`src/rtl/serial_arith_pkg.sv`:
```
// Shared types and helpers for the bit-serial adder path.
package serial_arith_pkg;

  typedef enum logic [1:0] {
    IDLE  = 2'd0,
    SHIFT = 2'd1,
    DONE  = 2'd2
  } state_t;

  function automatic int cnt_width(input int width);
    return (width < 2) ? 1 : $clog2(width);
  endfunction

  function automatic logic maj3(input logic x, input logic y, input logic z);
    return (x & y) | (x & z) | (y & z);
  endfunction

endpackage

```
`src/rtl/serial_add_ctrl_if.sv`:
```
// Parallel-side handshake and serial monitor bundle for serial_add_ctrl.
interface serial_add_ctrl_if #(
  parameter int WIDTH = 8
);
  logic             start;
  logic [WIDTH-1:0] a_in;
  logic [WIDTH-1:0] b_in;
  logic             cin;
  logic             busy;
  logic             done;
  logic [WIDTH-1:0] sum_out;
  logic             cout;
  logic             ser_a;
  logic             ser_b;
  logic             ser_s;

  modport master (
    output start, a_in, b_in, cin,
    input  busy, done, sum_out, cout, ser_a, ser_b, ser_s
  );

  modport slave (
    input  start, a_in, b_in, cin,
    output busy, done, sum_out, cout, ser_a, ser_b, ser_s
  );
endinterface

```
`src/rtl/serial_fa_cell.sv`:
```
// One-bit full-adder cell with a registered carry; load takes priority over en.
module serial_fa_cell (
  input  logic clk,
  input  logic reset,
  input  logic load,
  input  logic load_val,
  input  logic en,
  input  logic a,
  input  logic b,
  output logic s,
  output logic c
);
  import serial_arith_pkg::*;

  assign s = a ^ b ^ c;

  always_ff @(posedge clk or negedge reset) begin
    if (!reset)
      c <= 1'b0;
    else if (load)
      c <= load_val;
    else if (en)
      c <= maj3(a, b, c);
  end
endmodule

```
`src/rtl/serial_add_ctrl.sv`:
```
// Parallel start/busy/done front end that runs an LSB-first bit-serial add.
module serial_add_ctrl #(
  parameter int WIDTH = 8
) (
  input  logic              clk,
  input  logic              reset,
  serial_add_ctrl_if.slave  bus
);
  import serial_arith_pkg::*;

  localparam int CNT_W = cnt_width(WIDTH);
  localparam logic [CNT_W-1:0] LAST = CNT_W'(WIDTH - 1);

  state_t           state;
  logic [WIDTH-1:0] a_sr;
  logic [WIDTH-1:0] b_sr;
  logic [WIDTH-1:0] sum_sr;
  logic [WIDTH-1:0] sum_q;
  logic             cout_q;
  logic [CNT_W-1:0] cnt;
  logic             shifting;
  logic             accept;
  logic             s;
  logic             carry;

  assign shifting = (state == SHIFT);
  assign accept   = bus.start && ((state == IDLE) || (state == DONE));

  serial_fa_cell u_cell (
    .clk      (clk),
    .reset    (reset),
    .load     (accept),
    .load_val (bus.cin),
    .en       (shifting),
    .a        (a_sr[0]),
    .b        (b_sr[0]),
    .s        (s),
    .c        (carry)
  );

  always_ff @(posedge clk or negedge reset) begin
    if (!reset) begin
      state  <= IDLE;
      a_sr   <= '0;
      b_sr   <= '0;
      sum_sr <= '0;
      sum_q  <= '0;
      cout_q <= 1'b0;
      cnt    <= '0;
    end else begin
      case (state)
        IDLE, DONE: begin
          if (bus.start) begin
            a_sr   <= bus.a_in;
            b_sr   <= bus.b_in;
            sum_sr <= '0;
            cnt    <= '0;
            state  <= SHIFT;
          end else begin
            state  <= IDLE;
          end
        end
        SHIFT: begin
          a_sr   <= {1'b0, a_sr[WIDTH-1:1]};
          b_sr   <= {1'b0, b_sr[WIDTH-1:1]};
          sum_sr <= {s, sum_sr[WIDTH-1:1]};
          cnt    <= cnt + 1'b1;
          if (cnt == LAST) begin
            // Result is taken from the next-state values so it lands with done.
            sum_q  <= {s, sum_sr[WIDTH-1:1]};
            cout_q <= maj3(a_sr[0], b_sr[0], carry);
            cnt    <= '0;
            state  <= DONE;
          end
        end
        default: state <= IDLE;
      endcase
    end
  end

  assign bus.busy    = shifting;
  assign bus.done    = (state == DONE);
  assign bus.sum_out = sum_q;
  assign bus.cout    = cout_q;
  assign bus.ser_a   = shifting & a_sr[0];
  assign bus.ser_b   = shifting & b_sr[0];
  assign bus.ser_s   = shifting & s;
endmodule
```
`src/flat_wrapper.sv`:
```
// flat-port wrapper written by rule: the top's interface ports become plain ports
module serial_add_ctrl_flat import serial_arith_pkg::*;
#(
  parameter int WIDTH = 8
)
  (clk, reset, bus_start, bus_a_in, bus_b_in, bus_cin, bus_busy, bus_done, bus_sum_out, bus_cout, bus_ser_a, bus_ser_b, bus_ser_s);
  serial_add_ctrl_if #(.WIDTH(WIDTH)) bus_i ();
  input  logic clk;
  input  logic reset;
  input wire logic [$bits(bus_i.start)-1:0] bus_start;
  input wire logic [$bits(bus_i.a_in)-1:0] bus_a_in;
  input wire logic [$bits(bus_i.b_in)-1:0] bus_b_in;
  input wire logic [$bits(bus_i.cin)-1:0] bus_cin;
  output wire logic [$bits(bus_i.busy)-1:0] bus_busy;
  output wire logic [$bits(bus_i.done)-1:0] bus_done;
  output wire logic [$bits(bus_i.sum_out)-1:0] bus_sum_out;
  output wire logic [$bits(bus_i.cout)-1:0] bus_cout;
  output wire logic [$bits(bus_i.ser_a)-1:0] bus_ser_a;
  output wire logic [$bits(bus_i.ser_b)-1:0] bus_ser_b;
  output wire logic [$bits(bus_i.ser_s)-1:0] bus_ser_s;
  assign bus_i.start = bus_start;
  assign bus_i.a_in = bus_a_in;
  assign bus_i.b_in = bus_b_in;
  assign bus_i.cin = bus_cin;
  assign bus_busy = bus_i.busy;
  assign bus_done = bus_i.done;
  assign bus_sum_out = bus_i.sum_out;
  assign bus_cout = bus_i.cout;
  assign bus_ser_a = bus_i.ser_a;
  assign bus_ser_b = bus_i.ser_b;
  assign bus_ser_s = bus_i.ser_s;
  serial_add_ctrl #(.WIDTH(WIDTH)) u_core (.clk(clk), .reset(reset), .bus(bus_i));
endmodule
```
`config.mk`:
```
export PLATFORM = sky130hd
export DESIGN_NAME = serial_add_ctrl_flat
export DESIGN_NICKNAME = d
export VERILOG_FILES = /design/src/rtl/serial_arith_pkg.sv /design/src/rtl/serial_add_ctrl_if.sv /design/src/rtl/serial_fa_cell.sv /design/src/rtl/serial_add_ctrl.sv /design/src/flat_wrapper.sv
export SDC_FILE = /design/constraint.sdc
export NUM_CORES = 1
export LEC_CHECK = 0
export CAP_MARGIN = 20
export CELL_PAD_IN_SITES_DETAIL_PLACEMENT = 0
export CELL_PAD_IN_SITES_GLOBAL_PLACEMENT = 1
export CORE_ASPECT_RATIO = 1.75
export CORE_MARGIN = 3
export CORE_UTILIZATION = 46
export DETAILED_ROUTE_END_ITERATION = 7
export GPL_TIMING_DRIVEN = 0
export PLACE_DENSITY = 0.89
export REMOVE_ABC_BUFFERS = 1
export SYNTH_ARGS = -nofsm -noshare
export SYNTH_HDL_FRONTEND = slang
export SYNTH_SLANG_ARGS = --single-unit
export TNS_END_PERCENT = 10
```
`constraint.sdc`:
```
create_clock -name clk -period 3.54 [get_ports clk]
set_input_delay 0.531 -clock clk [delete_from_list [all_inputs] [get_ports clk]]
set_output_delay 0.531 -clock clk [all_outputs]
set_load 0.1 [all_outputs]
```
==> metrics.csv <==
metric,value,unit
relative slew slack,26.81,%
Final ANT Viol Nets,0,
Layout area overhead,23.06,%
CP max-delay cell,dlygate4sd2_1,
Total Routed Length,3.709,mm
GRT Residual Overflow,0,
vias in the first global route,1404,
commonest cells in the netlist,"mux2i_1 (52), dfrtp_1 (38), mux2_4 (9)",
RR Startpoint,u_core.state[1]$_DFFE_PN0P_,
final setup margin,0.2171,ns
Worst path depth,4,
status,finished clean,
Worst Setup SP,u_core.state[0]$_DFFE_PN0P_,
Critical Path Max Stage Delay,0.85,ns
fmax,0.3009,GHz
synth warn,0,
# rows,30,
R2R Path End,u_core.bus.sum_out[3]$_DFFE_PN0P_,
Remaining DRCs,0,
Final Cycle Share,93.87,%
CP Max Fanout,19,
top-count cell post-synth,mux2i_1,
# diodes,0,
Avg WL per Cell,16.13,µm
Detailed Route Iter0 Violations,23,
largest family of logic cells by synthesized area,multiplexers,
mux cell area share after synthesis,33.29,%
crit end category,primary output,
fin area,2424,µm²
clk slew on worst S/H paths,0.08,ns
crit path launch type,flop,
"critical path, cell by cell",buf_16 > nor2b_1 > and2_1 > dlygate4sd2_1,
Synth area leaders,"dfrtp_1 (48%), mux2i_1 (26%), mux2_4 (6.9%)",
"Hold-fix buffers, CTS",0,
r2r setup slk,1.48,ns
Nets,204,
H-tree levels,2,
fraction of layout cells with a size suffix above 1,12.09,%
Port Buffer Count,33,
Compound-Gate Fraction of Synth Area,5.654,%
MaxCap Viol Count,0,
Max Root-Sink Buffers,2,
CP Data Required Time,3.01,ns
Final TNS setup,0,ns
core area,4016,µm²
detail-routed via count per cell,5.587,
CTS Root Cell,clkbuf_8,
die area,5133,µm²
crit path kind,flop to primary output,
Fill cells,341,
Syn Area/Cell,13.22,µm²
dpl hpwl,2.700,mm
"Hold Vio Cnt, Final",0,
Worst R2R Path Depth,3,
Setup-failing EPs final,0,
Num CTS Buffers,5,
Worst EP arrival,2.79,ns
XOR/XNOR Fraction of Synth Area,0,%
GRT Total Usage,15.64,%
Netlist cell types,24,
TritonCTS clock tree,yes,
cell count after synthesis,149,
final slew viol count,0,
Placed Instance Area,2333,µm²
worst hold path type,input pin to async pin,
hold_ws,0.3262,ns
"EDFF count, synth",0,
clk sinks,38,
sequential area share after synthesis,48.28,%
Setup WS pre-CTS,0.2525,ns
adder-cell area share of the yosys netlist,2.287,%
initial core utilization,49.03,%
first-pass GRT wire length,6.348,mm
leading area contributor after synthesis,dfrtp_1,
antenna violations before repair,0,
Worst Max-Slew Pin Slew,1.094,ns
Die X,55.46,µm
largest net degree at the start of global routing,39,
Critical Path Sink,bus_ser_b,
"Top FF cell, synth",dfrtp_1,
ys async rst share,100.0,%
RSZ-0062 raised after global routing,no,
post-synthesis simple-gate area fraction,5.273,%
Die Y-Extent,92.56,µm
routed vias,1285,
DRT Pass-1 Iters,4,
min Tclk post-route,3.323,ns
Fin Clk Skew,0.01463,ns
Post-Syn Area,1969,µm²
Buf/Inv on CP,2,
share of the synthesized area in the top cell type,48.28,%
Clock Latency Late Sink,0.29,ns
"delay-heaviest family, CP",buffers and inverters,
# IOs,34,
"flops & latches, synth",38,
Final GP Congestion,0.6820,
cell usage in the layout (no fill, tap or decap), drive strengths merged:
master	count
o2bb2ai	5
dfrtp	38
ha	2
nor2b	3
buf	3
dlygate4sd2	4
mux2	9
nand3	2
clkbuf	6
o31ai	4
or3	1
nand3b	5
clkdlybuf4s50	28
a21boi	1
a22oi	1
a21o	1
mux2i	52
fa	1
nor2	1
clkinvlp	1
and2	3
o21ai	2
clkinv	1
nand2b	1
inv	7
registers in the layout, summed over array words and instances (netlist names):
| name | flops |
|---|---|
| u_core.a_sr | 8 |
| u_core.bus.sum_out | 8 |
| u_core.bus.cout | 1 |
| u_core.u_cell.c | 1 |
| u_core.state | 2 |
| u_core.b_sr | 8 |
| u_core.cnt | 3 |
| u_core.sum_sr | 7 |
per-layer routing:
metal	wire length, µm	global-route usage [%]	part of all wire (%)	up-vias
met5	0	0	0	-
met4	65	5.882	1.8	0
met3	185	4.045	5.0	7
met2	1975	28.56	53	35
met1	1484	16.95	40	648
li1	-	-	-	595
cells by family (layout without fill, tap and decap cells):
| group | count (synthesis) | in the layout |
|---|---|---|
| simple gates | 16 | 16 |
| mux | 61 | 61 |
| fa+ha+maj | 3 | 3 |
| compound gates | 14 | 14 |
| flops | 38 | 38 |
| buf+inv | 17 | 50 |
cell type report:
class	instances	area [µm²]	share of cell area (%)
sequential	38	950.9	39.24
multi-input combinational	94	915.9	37.79
timing repair buffer	35	375.4	15.49
clock buffer	6	82.58	3.407
tap	48	60.06	2.478
inverter	7	26.28	1.084
clock inverter	2	12.51	0.5163
worst min path at each step:
stage / start / end / cells past startpoint
after global placement: u_core.bus.sum_out[0]$_DFFE_PN0P_ / u_core.bus.sum_out[0]$_DFFE_PN0P_ / 1
after CTS: reset / u_core.bus.sum_out[6]$_DFFE_PN0P_ / 1
after floorplan: reset / u_core.a_sr[0]$_DFFE_PN0P_ / 0
after global routing: reset / u_core.bus.sum_out[5]$_DFFE_PN0P_ / 1
after detailed placement: u_core.bus.sum_out[6]$_DFFE_PN0P_ / u_core.bus.sum_out[6]$_DFFE_PN0P_ / 1
final: reset / u_core.bus.sum_out[5]$_DFFE_PN0P_ / 1
metrics by stage:
step | std cells | utilization [%]
global route | 230 | 60.34
finish | 230 | 60.34
CTS | 230 | 60.34
detailed placement | 222 | 58.10
floorplan | 139 | -
global placement | 220 | 56.85
what timing repair did:
| item | CTS | global route |
|---|---|---|
| endpoints found under the setup margin | 4 | 0 |
| buffers inserted | 0 | 0 |
| gates resized for setup | 4 | 0 |
Power is left out: the tool's default activity adds up to more than one toggle a clock period on the data nets, which glitch-free logic cannot reach.
